**config.mk**
```make
export PLATFORM = sky130hd
export DESIGN_NAME = if_id_queue
export DESIGN_NICKNAME = d
export VERILOG_FILES = /design/src/rtl/rv_pkg.sv /design/src/rtl/if_id_fields.sv /design/src/rtl/if_id_queue.sv
export SDC_FILE = /design/constraint.sdc
export NUM_CORES = 1
export LEC_CHECK = 0
export CORE_AREA = 2 2 151 153
export CTS_BUF_LIST = sky130_fd_sc_hd__clkbuf_8 sky130_fd_sc_hd__clkbuf_16
export DETAILED_ROUTE_END_ITERATION = 10
export DIE_AREA = 0 0 153 155
export PLACE_DENSITY = 0.8
export SETUP_SLACK_MARGIN = 0.05
export SLEW_MARGIN = 20
export SYNTH_ARGS = -nofsm -noshare
export SYNTH_HDL_FRONTEND = slang
export SYNTH_SLANG_ARGS = --single-unit
```
**constraint.sdc**
```tcl
create_clock -name clk -period 3.4 [get_ports clk]
set_clock_uncertainty 0.15 [all_clocks]
set_input_delay 0.68 -clock clk [delete_from_list [all_inputs] [get_ports clk]]
set_output_delay 0.68 -clock clk [all_outputs]
set_load 0.05 [all_outputs]
```
**src/rtl/rv_pkg.sv**
```systemverilog
// Shared RV32 decode constants.
// NOP_INSTR is the bubble word (addi x0,x0,0). The field widths are shared by
// the IF/ID queue and by any later decode-side stage.
package rv_pkg;

   localparam logic [31:0] NOP_INSTR = 32'h0000_0013;

   localparam int OPCODE_W = 7;
   localparam int REG_W    = 5;
   localparam int FUNCT3_W = 3;
   localparam int FUNCT7_W = 7;
   localparam int IMM12_W  = 12;
   localparam int IMM20_W  = 20;

endpackage

```
**src/rtl/if_id_fields.sv**
```systemverilog
// Purely combinational RV32 field extraction.
// Ports:
//   instr              : 32-bit instruction word
//   opcode, rd, rs1, rs2, funct3, funct7 : register and function fields
//   imm_I, imm_S, imm_B, imm_U, imm_J    : raw immediates. They are not
//                                          sign-extended, and the implied low
//                                          zero bits of B/J/U are dropped.
module if_id_fields
   import rv_pkg::*;
(
   input  logic [31:0]          instr,
   output logic [OPCODE_W-1:0]  opcode,
   output logic [REG_W-1:0]     rd,
   output logic [REG_W-1:0]     rs1,
   output logic [REG_W-1:0]     rs2,
   output logic [FUNCT3_W-1:0]  funct3,
   output logic [FUNCT7_W-1:0]  funct7,
   output logic [IMM12_W-1:0]   imm_I,
   output logic [IMM12_W-1:0]   imm_S,
   output logic [IMM12_W-1:0]   imm_B,
   output logic [IMM20_W-1:0]   imm_U,
   output logic [IMM20_W-1:0]   imm_J
);

   assign opcode = instr[6:0];
   assign rd     = instr[11:7];
   assign funct3 = instr[14:12];
   assign rs1    = instr[19:15];
   assign rs2    = instr[24:20];
   assign funct7 = instr[31:25];

   assign imm_I  = instr[31:20];
   assign imm_S  = {instr[31:25], instr[11:7]};
   assign imm_B  = {instr[31], instr[7], instr[30:25], instr[11:8]};
   assign imm_U  = instr[31:12];
   assign imm_J  = {instr[31], instr[19:12], instr[20], instr[30:21]};

endmodule

```
**src/rtl/if_id_queue.sv**
```systemverilog
// IF/ID decoupling queue. This is a DEPTH-entry FIFO of {instr, pc, pred}
// between fetch and decode. It presents a NOP bubble when empty, and decode
// fields are extracted from the head entry.
// Ports:
//   clk, rst                : clock, synchronous active-high reset
//   flush                   : empty the queue at the next edge. A same-cycle
//                             push or pop is lost.
//   in_valid/in_ready       : fetch-side handshake. in_ready depends on
//                             state only.
//   in_instr, in_pc, in_pred: fetched entry
//   out_valid/out_ready     : decode-side handshake
//   out_instr, out_pc, out_pred : head entry, or NOP/0/0 when empty
//   opcode..imm_J           : fields of out_instr
//   count                   : occupancy
// Optional build macro IF_ID_QUEUE_STATS_EN adds two outputs:
//   stall_cycles  : saturating count of cycles with out_valid & ~out_ready
//   bubble_cycles : saturating count of cycles with ~out_valid & ~flush
module if_id_queue
   import rv_pkg::*;
#(
   parameter int XLEN  = 32,
   parameter int DEPTH = 4,
   parameter int CNT_W = $clog2(DEPTH+1)
) (
   input  logic                 clk,
   input  logic                 rst,
   input  logic                 flush,
   input  logic                 in_valid,
   output logic                 in_ready,
   input  logic [XLEN-1:0]      in_instr,
   input  logic [XLEN-1:0]      in_pc,
   input  logic                 in_pred,
   output logic                 out_valid,
   input  logic                 out_ready,
   output logic [XLEN-1:0]      out_instr,
   output logic [XLEN-1:0]      out_pc,
   output logic                 out_pred,
   output logic [OPCODE_W-1:0]  opcode,
   output logic [REG_W-1:0]     rd,
   output logic [REG_W-1:0]     rs1,
   output logic [REG_W-1:0]     rs2,
   output logic [FUNCT3_W-1:0]  funct3,
   output logic [FUNCT7_W-1:0]  funct7,
   output logic [IMM12_W-1:0]   imm_I,
   output logic [IMM12_W-1:0]   imm_S,
   output logic [IMM12_W-1:0]   imm_B,
   output logic [IMM20_W-1:0]   imm_U,
   output logic [IMM20_W-1:0]   imm_J,
   output logic [CNT_W-1:0]     count
`ifdef IF_ID_QUEUE_STATS_EN
   ,
   output logic [31:0]          stall_cycles,
   output logic [31:0]          bubble_cycles
`endif
);

   localparam int PTR_W = $clog2(DEPTH);

   logic [XLEN-1:0]  instr_mem [DEPTH];
   logic [XLEN-1:0]  pc_mem    [DEPTH];
   logic [DEPTH-1:0] pred_mem;

   logic [PTR_W-1:0] wr_ptr;
   logic [PTR_W-1:0] rd_ptr;
   logic             push;
   logic             pop;

   assign in_ready  = (count != CNT_W'(DEPTH));
   assign out_valid = (count != '0);
   assign push      = in_valid & in_ready;
   assign pop       = out_valid & out_ready;

   always_ff @(posedge clk) begin
      if (rst || flush) begin
         wr_ptr <= '0;
         rd_ptr <= '0;
         count  <= '0;
      end else begin
         if (push)
            wr_ptr <= wr_ptr + PTR_W'(1);
         if (pop)
            rd_ptr <= rd_ptr + PTR_W'(1);
         if (push && !pop)
            count <= count + CNT_W'(1);
         else if (pop && !push)
            count <= count - CNT_W'(1);
      end
   end

   // Storage is not reset. Entries beyond count are never observed.
   always_ff @(posedge clk) begin
      if (push && !rst && !flush) begin
         instr_mem[wr_ptr] <= in_instr;
         pc_mem[wr_ptr]    <= in_pc;
         pred_mem[wr_ptr]  <= in_pred;
      end
   end

   // An empty queue presents a NOP bubble, so decode needs no special case.
   always_comb begin
      out_instr = NOP_INSTR;
      out_pc    = '0;
      out_pred  = 1'b0;
      if (out_valid) begin
         out_instr = instr_mem[rd_ptr];
         out_pc    = pc_mem[rd_ptr];
         out_pred  = pred_mem[rd_ptr];
      end
   end

   if_id_fields u_fields (
      .instr  (out_instr),
      .opcode (opcode),
      .rd     (rd),
      .rs1    (rs1),
      .rs2    (rs2),
      .funct3 (funct3),
      .funct7 (funct7),
      .imm_I  (imm_I),
      .imm_S  (imm_S),
      .imm_B  (imm_B),
      .imm_U  (imm_U),
      .imm_J  (imm_J)
   );

`ifdef IF_ID_QUEUE_STATS_EN
   // A flush does not clear these counters. The bubble count skips flush
   // cycles, so a redirect's own cycle does not count as a starvation bubble.
   always_ff @(posedge clk) begin
      if (rst) begin
         stall_cycles  <= '0;
         bubble_cycles <= '0;
      end else begin
         if (out_valid && !out_ready && stall_cycles != '1)
            stall_cycles <= stall_cycles + 32'd1;
         if (!out_valid && !flush && bubble_cycles != '1)
            bubble_cycles <= bubble_cycles + 32'd1;
      end
   end
`endif

endmodule

```
==> impl_results.md <==
- Gp weighted congestion: 0.780
- Bufs and invs on worst path: 3
- Initial antenna violation count: 0
- Post-Synthesis Cells: 569
- Leading area contributor after synthesis: edfxtp_1
- Root buf cell: clkbuf_16
- NumNets Final: 807
- Crit path capture type: primary output
- Max Slew Vio Count: 0
- Average routed wire per standard cell: 20.6 um
- Via/cell ratio: 5.30
- Number of buffers created by CTS: 27
- CP Class: flop to primary output
- CTS tree: built
- Number of synthesis warnings: 0
- Starting DRT DRC Count: 298
- CP required: 2.57 ns
- FF+latch count, synth: 269
- Dpl hpwl: 13.9 mm
- Reg clk slew, reported paths: 0.06 ns
- Period utilisation layout: 92.1%
- Clk sinks: 269
- Seq/Total Area, Yosys: 71.9%
- Filler Cells Inserted: 1,498
- Syn nets: 645
- Design area: 14,200 um2
- Num ports: 248
- GRT Overall Usage: 17.6%
- Leakage Power: 0.00498 uW
- Setup crit start kind: flop
- Top post-synthesis cells by area: edfxtp_1, mux4_2, buf_4
- CP Cell Sequence: nor3_2, inv_2, buf_4, and2_1, buf_4
- Post-synth top area share: 70.3%
- Setup TNS: 0 ns
- Slowest cell on the critical path: dfxtp_1
- DRC violations left: 0
- FMAX: 0.319 GHz
- Max cap viols: 0
- Post-synth cell types: 27
- Die Ht: 155 um
- CTS Buffer Depth: 3
- R2R depth: 7
- Diode count: 0
- DR vias: 5,493
- Commonest cells after routing, fill and taps aside: edfxtp_1, buf_4, clkdlybuf4s50_1
- Worst hold slack: 0.381 ns
- Core area: 22,200 um2
- CP peak stage delay: 0.38 ns
- Area of the multi-input gates: 2180 um2
- WHS Path Cells: 2
- Critical Path Most Common Cell: buf_4
- Worst r2r src: count[0]$_SDFFE_PP0P_
- # H-tree levels: 1
- Post-route ant nets: 0
- Port bufs: 247
- RSZ-0062 raised after global routing: false
- Data arrival, critical path: 2.30 ns
- Worst Tran Pin Value: 0.511 ns
- Vias in the first global route: 5,776
- Syn avg cell area: 19.5 um2
- DP Area: 13,300 um2
- Core Rows: 55
- Most common cell after layout, fill and taps aside: edfxtp_1
- Pre-Repair DR Iteration Count: 5
- Global-route wire length before repair: 32.5 mm
- Status: finished clean
- Gr ovfl total: 0
- Ratio of cells with drive above 1 in the final layout: 41.9%
- R2R setup slack: 1.02 ns
- Slew HR: 65.9%
- Power Dens Cells: 628 nW/um2
- Top delay family on crit path: buffers and inverters
- Final setup fails: 0
- Die width: 153 um
- Die area: 23,700 um2
- Initial Util: 50.0%
- Latest clock arrival within the worst-skew pair: 0.52 ns
- Hold Fails Final Rpt: 0
- Worst hold path class: flop to flop
- Largest net degree at the start of global routing: 66
- Routed wire length: 21.4 mm
- CP Max Fanout: 27
- Hold Path Origin: rd_ptr[1]$_SDFFE_PP0P_
- Peak supply drop: 0.000396 V
- Tmin final: 3.13 ns
- P&R area growth vs syn: 28.1%
- Seq. cell area: 8000 um2
- Netlist Area Pre-Place: 11,100 um2
- FF-to-FF End: count[2]$_SDFFE_PP0P_
[flip-flops by register name, summed over array words and instances, names as in the netlist, named ones only]
signal and count:
pc_mem 128, pred_mem 4, wr_ptr 2, instr_mem 128
rd_ptr 2, count 3
[how the worst max path moves through the flow]
stage                                     start           end  slack, ns  cells past startpoint
final                     count[0]$_SDFFE_PP0P_  out_instr[3]       0.27                      5
after detailed placement  count[0]$_SDFFE_PP0P_     imm_I[11]       0.53                      4
after CTS                 count[0]$_SDFFE_PP0P_     imm_I[11]       0.12                      4
after floorplan           count[0]$_SDFFE_PP0P_      imm_J[1]       0.32                      5
after global routing      count[0]$_SDFFE_PP0P_  out_instr[3]       0.08                      5
after global placement    count[0]$_SDFFE_PP0P_  out_instr[2]       0.57                      5
[routing by layer]
| layer | vias to the layer above | global-route usage, % | wire (um) |
|---|---|---|---|
| li1 | 2424 | - | - |
| met1 | 2785 | 20.7 | 7910 |
| met2 | 251 | 33.3 | 11500 |
| met3 | 33 | 3.40 | 1470 |
| met4 | 0 | 4.72 | 439 |
| met5 | - | 0 | 0 |
[cell type report]
type	count	share of cell area, %
Clock buffer	30	5.04
Clock inverter	19	1.13
Inverter	4	0.106
Multi-Input combinational cell	166	15.3
Sequential cell	269	56.2
Tap cell	285	2.51
Timing Repair Buffer	263	19.7
[kinds of logic after synthesis]
logic type / synth area share, %
xor+xnor: 0.237
simple gates: 4.63
fa+ha+maj: 0.744
buf+inv: 8.79
compound gates: 0.406
flops: 71.9
mux: 13.3
[power by group]
group          internal, uW  switching, uW
logic                   810           1560
registers              3680           20.2
clock network          1730           1140
[cell usage after synthesis]
| master | number |
|---|---|
| nand2_1 | 2 |
| o31ai_1 | 1 |
| edfxtp_1 | 260 |
| nor3_1 | 1 |
| o31ai_2 | 1 |
| or3b_4 | 1 |
| fa_1 | 1 |
| or2_2 | 4 |
| and2_4 | 1 |
| xor2_1 | 3 |
| and2_1 | 62 |
| inv_1 | 3 |
| clkbuf_1 | 8 |
| or3_1 | 2 |
| and3_1 | 4 |
| inv_2 | 1 |
| buf_4 | 108 |
| buf_2 | 6 |
| a21oi_1 | 2 |
| ha_1 | 5 |
| buf_6 | 8 |
| nand4_1 | 2 |
| o21ai_0 | 3 |
| mux2i_1 | 1 |
| dfxtp_1 | 9 |
| mux4_2 | 65 |
| nor2_1 | 5 |
[worst min-delay path, delay by kind of cell, from the launching register on]
kind / cells / cell delay (ns)
compound gates: 2 / 0.16
flops: 1 / 0.32
[timing repair]
action	CTS	global route
resized for setup	1	1
setup buffers	3	0
cloned	0	0
pin swaps	0	0
hold buffers	0	0
endpoints found under the setup margin	45	7
[stage by stage]
stage	setup slack [ns]	cells	utilization, %	power [uW]
global route	0.0816	1036	64.0	9200
finish	0.269	1036	64.0	8940
floorplan	0.320	569	-	5470
global placement	0.570	984	59.9	6130
detailed placement	0.527	984	59.9	6150
CTS	0.120	1036	64.0	9030
No activity file was read; power rests on OpenSTA's default activity.
